[config.mk]
export PLATFORM = sky130hd
export DESIGN_NAME = tx_byte_fifo_flat
export DESIGN_NICKNAME = d
export VERILOG_FILES = /design/src/rtl/tx_byte_fifo_if.sv /design/src/rtl/tx_byte_fifo.sv /design/src/flat_wrapper.sv
export SDC_FILE = /design/constraint.sdc
export NUM_CORES = 1
export LEC_CHECK = 0
export BUFFER_PORTS_ARGS = -buffer_cell sky130_fd_sc_hd__buf_2
export CAP_MARGIN = 10
export CORE_MARGIN = 8
export CORE_UTILIZATION = 37
export CTS_BUF_LIST = sky130_fd_sc_hd__clkbuf_4 sky130_fd_sc_hd__clkbuf_8 sky130_fd_sc_hd__clkbuf_16
export CTS_CLUSTER_SIZE = 12
export DETAILED_ROUTE_END_ITERATION = 8
export SETUP_SLACK_MARGIN = 0.2
export SLEW_MARGIN = 20
export SYNTH_ARGS = -nofsm -noshare
export SYNTH_HDL_FRONTEND = slang
export SYNTH_SLANG_ARGS = --single-unit
[constraint.sdc]
create_clock -name clk -period 4.33 [get_ports clk]
set_clock_uncertainty 0.1 [all_clocks]
set_input_delay 0.6495 -clock clk [delete_from_list [all_inputs] [get_ports clk]]
set_output_delay 0.6495 -clock clk [all_outputs]
set_load 0.02 [all_outputs]
[src/rtl/tx_byte_fifo_if.sv]
// tx_byte_fifo_if: groups the write-side and transmitter-side signals of tx_byte_fifo.
//   slave  modport: FIFO view (takes wr_valid/wr_data/tx_ready, drives status and tx_*).
//   master modport: producer/transmitter view (the opposite directions).
//   wr_valid/wr_data : byte strobe and data from the process stage
//   full/empty/count/overflow : FIFO status
//   tx_data/tx_start/tx_ready : level handshake with the UART transmitter
//   busy : sequencer not idle
interface tx_byte_fifo_if #(
    parameter int unsigned ADDR_W = 4
);
    logic              wr_valid;
    logic [7:0]        wr_data;
    logic              full;
    logic              empty;
    logic [ADDR_W:0]   count;
    logic              overflow;
    logic [7:0]        tx_data;
    logic              tx_start;
    logic              tx_ready;
    logic              busy;

    modport slave (
        input  wr_valid,
        input  wr_data,
        input  tx_ready,
        output full,
        output empty,
        output count,
        output overflow,
        output tx_data,
        output tx_start,
        output busy
    );

    modport master (
        output wr_valid,
        output wr_data,
        output tx_ready,
        input  full,
        input  empty,
        input  count,
        input  overflow,
        input  tx_data,
        input  tx_start,
        input  busy
    );
endinterface

[src/rtl/tx_byte_fifo.sv]
// tx_byte_fifo: byte FIFO plus start sequencer between the process stage and the UART
// transmitter. Bytes are pushed on wr_valid strobes and handed to the transmitter one at
// a time with a level tx_start that is held until the transmitter drops tx_ready.
//   clk  : clk_9_6M, all logic on the rising edge
//   rst  : synchronous active-high reset
//   bus  : tx_byte_fifo_if.slave (write strobe/data, status, transmitter handshake)
module tx_byte_fifo #(
    parameter int unsigned DEPTH       = 16,
    parameter int unsigned ADDR_W      = 4,
    parameter int unsigned SYNC_STAGES = 2
) (
    input  logic               clk,
    input  logic               rst,
    tx_byte_fifo_if.slave      bus
);

    typedef enum logic [1:0] {StIdle, StReq, StDrain} state_e;

    state_e                 state_q, state_d;
    logic [7:0]             mem_q [DEPTH];
    logic [ADDR_W-1:0]      wr_ptr_q, wr_ptr_d;
    logic [ADDR_W-1:0]      rd_ptr_q, rd_ptr_d;
    logic [ADDR_W:0]        count_q, count_d;
    logic                   overflow_q, overflow_d;
    logic [7:0]             tx_data_q, tx_data_d;
    logic                   tx_start_q, tx_start_d;
    logic [SYNC_STAGES-1:0] sync_q;

    logic rdy_s;
    logic full, empty;
    logic push, pop, drop;

    // tx_ready comes from the uart_clk domain; only the last sync stage is used.
    assign rdy_s = sync_q[SYNC_STAGES-1];
    assign full  = (count_q == (ADDR_W+1)'(DEPTH));
    assign empty = (count_q == '0);

    // Sequencer: one byte in flight; the next pop waits for DRAIN -> IDLE.
    always_comb begin
        state_d    = state_q;
        tx_start_d = tx_start_q;
        tx_data_d  = tx_data_q;
        pop        = 1'b0;
        case (state_q)
            StIdle: begin
                if (!empty && rdy_s) begin
                    pop        = 1'b1;
                    tx_data_d  = mem_q[rd_ptr_q];
                    tx_start_d = 1'b1;
                    state_d    = StReq;
                end
            end
            StReq: begin
                // Hold start until the transmitter acknowledges by going busy.
                if (!rdy_s) begin
                    tx_start_d = 1'b0;
                    state_d    = StDrain;
                end
            end
            StDrain: begin
                if (rdy_s) begin
                    state_d = StIdle;
                end
            end
            default: begin
                state_d = StIdle;
            end
        endcase
    end

    // FIFO bookkeeping; a pop frees a slot in the same cycle, so a full FIFO still
    // accepts a write when it pops.
    always_comb begin
        push       = bus.wr_valid && (!full || pop);
        drop       = bus.wr_valid && !push;
        wr_ptr_d   = push ? wr_ptr_q + ADDR_W'(1) : wr_ptr_q;
        rd_ptr_d   = pop ? rd_ptr_q + ADDR_W'(1) : rd_ptr_q;
        overflow_d = overflow_q | drop;
        count_d    = count_q;
        case ({push, pop})
            2'b10:   count_d = count_q + (ADDR_W+1)'(1);
            2'b01:   count_d = count_q - (ADDR_W+1)'(1);
            default: count_d = count_q;
        endcase
    end

    always_ff @(posedge clk) begin
        if (rst) begin
            state_q    <= StIdle;
            wr_ptr_q   <= '0;
            rd_ptr_q   <= '0;
            count_q    <= '0;
            overflow_q <= 1'b0;
            tx_data_q  <= 8'h00;
            tx_start_q <= 1'b0;
            sync_q     <= '0;
        end else begin
            state_q    <= state_d;
            wr_ptr_q   <= wr_ptr_d;
            rd_ptr_q   <= rd_ptr_d;
            count_q    <= count_d;
            overflow_q <= overflow_d;
            tx_data_q  <= tx_data_d;
            tx_start_q <= tx_start_d;
            sync_q[0]  <= bus.tx_ready;
            for (int i = 1; i < SYNC_STAGES; i++) begin
                sync_q[i] <= sync_q[i-1];
            end
        end
    end

    // Storage is not reset; pointers and count define what is valid.
    always_ff @(posedge clk) begin
        if (!rst && push) begin
            mem_q[wr_ptr_q] <= bus.wr_data;
        end
    end

    assign bus.full     = full;
    assign bus.empty    = empty;
    assign bus.count    = count_q;
    assign bus.overflow = overflow_q;
    assign bus.tx_data  = tx_data_q;
    assign bus.tx_start = tx_start_q;
    assign bus.busy     = (state_q != StIdle);

endmodule

[src/flat_wrapper.sv]
// flat-port wrapper written by rule: the top's interface ports become plain ports
module tx_byte_fifo_flat 
#(
    parameter int unsigned DEPTH       = 16,
    parameter int unsigned ADDR_W      = 4,
    parameter int unsigned SYNC_STAGES = 2
)
  (clk, rst, bus_wr_valid, bus_wr_data, bus_tx_ready, bus_full, bus_empty, bus_count, bus_overflow, bus_tx_data, bus_tx_start, bus_busy);
  tx_byte_fifo_if #(.ADDR_W(ADDR_W)) bus_i ();
  input  logic clk;
  input  logic rst;
  input wire logic [$bits(bus_i.wr_valid)-1:0] bus_wr_valid;
  input wire logic [$bits(bus_i.wr_data)-1:0] bus_wr_data;
  input wire logic [$bits(bus_i.tx_ready)-1:0] bus_tx_ready;
  output wire logic [$bits(bus_i.full)-1:0] bus_full;
  output wire logic [$bits(bus_i.empty)-1:0] bus_empty;
  output wire logic [$bits(bus_i.count)-1:0] bus_count;
  output wire logic [$bits(bus_i.overflow)-1:0] bus_overflow;
  output wire logic [$bits(bus_i.tx_data)-1:0] bus_tx_data;
  output wire logic [$bits(bus_i.tx_start)-1:0] bus_tx_start;
  output wire logic [$bits(bus_i.busy)-1:0] bus_busy;
  assign bus_i.wr_valid = bus_wr_valid;
  assign bus_i.wr_data = bus_wr_data;
  assign bus_i.tx_ready = bus_tx_ready;
  assign bus_full = bus_i.full;
  assign bus_empty = bus_i.empty;
  assign bus_count = bus_i.count;
  assign bus_overflow = bus_i.overflow;
  assign bus_tx_data = bus_i.tx_data;
  assign bus_tx_start = bus_i.tx_start;
  assign bus_busy = bus_i.busy;
  tx_byte_fifo #(.DEPTH(DEPTH), .ADDR_W(ADDR_W), .SYNC_STAGES(SYNC_STAGES)) u_core (.clk(clk), .rst(rst), .bus(bus_i));
endmodule
==> out/metrics.sh <==
CTS_REPAIR_RESIZE_COUNT=0
WORSTSETUPPATHTYPE='register to register'
YOSYS_REGISTER_BITS=155
POST-SYNTH-TOP-COUNT-CELL='sky130_fd_sc_hd__edfxtp_1'
DPL-INSTANCE-AREA_SQ_UM=6500
DRIVE_ABOVE_1_SHARE=0.200
TIMING.CRITICAL_PATH.FANOUT_MAX=19
CTS_SETUP_BUFFERS=0
FINAL_CRITICAL_PATH_SETUP_SLACK_NS=0.978
YS_TOP_CELLS_BY_AREA='sky130_fd_sc_hd__edfxtp_1, sky130_fd_sc_hd__dfxtp_1, sky130_fd_sc_hd__mux2i_1'
YOSYS.AREA.TOP_TYPE='sky130_fd_sc_hd__edfxtp_1'
ROUTEDWLPERCELL_UM=19.6
ASYNC_RESET_FF_FRAC=0
DETAIL_ROUTE.ITER0.VIOLATIONS=254
CRIT_SLOWEST_CELL='sky130_fd_sc_hd__nor4_1'
PORTBUFFERS=29
FINALWORSTPATHREQUIREDPERIOD_NS=3.35
TIMING.RR.START='u_core.bus.count[0]'
SETUP_REPAIR_AFTER_GLOBAL_ROUTING_MISSED_ITS_MARGIN='false'
GRT.OVERFLOW.TOTAL=0
SYNTH-SEQ-AREA-SHARE=0.712
SYNTH-EDFF-COUNT=128
GP_ROUTABILITY_CONGESTION=0.788
FINALHOLDVIOLATIONS=0
CP_DATA_ARRIVAL_TIME_NS=3.55
MAPPEDNETLISTAREA_SQ_UM=6160
PWR_DENSITY_CELL_nW_PER_UM2=450
NETLIST_TOP_CELLS_COUNT='sky130_fd_sc_hd__edfxtp_1, sky130_fd_sc_hd__nor2_1, sky130_fd_sc_hd__mux2i_1, sky130_fd_sc_hd__dfxtp_1'
GRT_PASS1_VIAS=3281
GRT_USAGE=0.123
DRT_DRC_VIOLATIONS_LEFT=0
PIN_COUNT=30
CRITPATHMAXSTAGEDELAY_NS=0.62
FINISH.INSTANCE_AREA_SQ_UM=7050
VIAS_PER_CELL=5.07
DETAILEDROUTE.FIRSTPASSITERATIONCOUNT=6
FINALSETUPVIOLCOUNT=0
CTS_SINKS=155
MAX_CLOCK_FREQ_GHz=0.298
TOTAL_DIE_AREA_SQ_UM=21000
PLACE_WS_NS=0.991
GRT_ANTENNA_BEFORE_REPAIR=0
FINAL.SETUP.TNS_NS=0
DRV_CAP=0
CRIT_PATH_START='u_core.bus.count[0]'
SYNTH_TOP_CELL_AREA_SHARE=0.624
SLEW_AT_THE_PIN_CLOSEST_TO_ITS_MAX_SLEW_LIMIT_NS=1.12
HP-CLASS='primary input to register'
POSTSYNTHCELLCOUNT=379
CHIPHEIGHT_UM=145
CLOCK-ROOT-BUFFER='sky130_fd_sc_hd__clkbuf_16'
GRT_FIRST_PASS_WIRELENGTH_UM=19400
NUM_VIAS=3249
WORSTPATHREQUIRED_NS=4.53
MAPPEDNETLISTNETS=401
GRT_START_MAX_NET_PINS=38
STATIC-LEAKAGE-POWER_nW=2.27
CTS_BUFFERS=17
CLOCK_LATENCY_NS=0.42
FINAL_ANTENNA_NET_COUNT=0
WORST_SLEW_MARGIN_RELATIVE_TO_ITS_LIMIT=0.254
OUTCOME='finished clean'
YS_WARN_COUNT=0
DIE_W_UM=145
IRDROPWORSTVDD_uV=252
CLKSLEWWORSTSETUPHOLDPATHS_NS=0.06
CLOCK_PATH_BUFFERS=2
DPL.HPWL_UM=8100
FINAL_NET_COUNT=431
CP-END-KIND='register'
PERIOD_SHARE=0.774
DETAIL_ROUTE.WIRELENGTH_UM=12600
WORST_HOLD_STARTPOINT='bus_tx_ready'
DIODES=0
SYNTH.DISTINCT_CELLS=45
HTREE_LEVELS=4
SYNTH_FF_TYPE='sky130_fd_sc_hd__edfxtp_1'
LAYOUT-AREA-OVERHEAD-VS-SYNTH_PCT=14.4
FINAL_MAX_SLEW_VIOL_COUNT=0
DESIGN.CORE.AREA_SQ_UM=16400
CTSHOLDBUFFERS=0
SYNTHESIZED_AREA_PER_CELL_SQ_UM=16.2
CTS_TREE='built'
PATH_CELLS='nor4_1 > a21oi_2 > ha_1 > fa_1 > a21o_1 > a21oi_1 > mux2i_1 > mux2_2'
WORST_SETUP_START_KIND='register'
ROWS=47
INITIAL_CORE_UTIL=0.375
HOLD_SLACK_NS=0.360
==> cells in the final DEF (no fill, tap or decap), types with 6 or more instances in the layout <==
master                      synthesis  final
sky130_fd_sc_hd__buf_2              7     29
sky130_fd_sc_hd__mux4_2            16     16
sky130_fd_sc_hd__a311oi_1           8      8
sky130_fd_sc_hd__clkbuf_16          0     17
sky130_fd_sc_hd__nor2b_1            6      6
sky130_fd_sc_hd__nor2_1            50     50
sky130_fd_sc_hd__dfxtp_1           27     26
sky130_fd_sc_hd__ha_1               9      9
sky130_fd_sc_hd__o22ai_1           16     16
sky130_fd_sc_hd__a22oi_1            8      8
sky130_fd_sc_hd__mux2i_1           36     36
sky130_fd_sc_hd__edfxtp_1         128    128
==> flip-flops by register name, indices dropped and copies added (netlist names) <==
signal               cells
u_core.bus.count         5
u_core.bus.overflow      1
u_core.bus.tx_data       8
u_core.bus.tx_start      1
u_core.mem_q           128
u_core.rd_ptr_q          4
u_core.state_q           2
u_core.sync_q            2
u_core.wr_ptr_q          4
==> worst max-delay path: cells and delay by family (launching register included) <==
family / cells / cell delay [ns]
mux: 2 / 0.56
fa+ha+maj: 2 / 0.84
compound gates: 3 / 0.74
flops: 1 / 0.37
simple gates: 1 / 0.62
==> final timing paths <==
kind | end | slack [ns] | depth (start not counted)
worst max-delay path | u_core.bus.count[4] | 0.98 | 8
worst min-delay path | u_core.sync_q[0] | 0.36 | 2
worst max register to register | u_core.bus.count[4] | 0.98 | 8
worst min register to register | u_core.sync_q[1] | 0.36 | 1
==> area by class of cell <==
cell class | instances | area (sq um)
Inverter | 4 | 15.0
Clock inverter | 11 | 96.3
Sequential cell | 155 | 4390
Clock buffer | 20 | 448
Timing Repair Buffer | 31 | 160
Tap cell | 220 | 275
Fill cell | 1434 | 9360
Multi-Input combinational cell | 200 | 1670
==> metrics by stage <==
stage	util	cells	power, mW
after CTS	0.430	641	3.20
after detailed placement	0.396	610	1.85
after floorplan	-	379	1.79
after global routing	0.430	641	3.28
final	0.430	641	3.17
after global placement	0.396	610	1.84
==> routing by layer <==
layer / up-vias / GRT usage / part of all wire
li1: 1530 / - / -
met1: 1642 / 0.163 / 0.46
met2: 66 / 0.187 / 0.48
met3: 11 / 0.0404 / 0.051
met4: 0 / 0.0431 / 0.0098
met5: - / 0 / 0
==> power by group <==
part | internal, mW | switching, mW
registers | 1.63 | 0.0213
logic | 0.0563 | 0.102
clock network | 0.803 | 0.556
total | 2.49 | 0.680
==> logic make-up (layout without fill, tap and decap cells) <==
kind of cell	after synthesis	count (layout)	share of synthesized area
xor gates and xnor gates	9	9	0.0128
muxes	54	54	0.121
DFF	155	155	0.712
AOI/OAI and AO/OA	48	48	0.0563
and+or+nand+nor	79	79	0.0595
buffers and inverters	24	66	0.0173
adders and majority gates	10	10	0.0215
No activity file was read; power rests on OpenSTA's default activity.
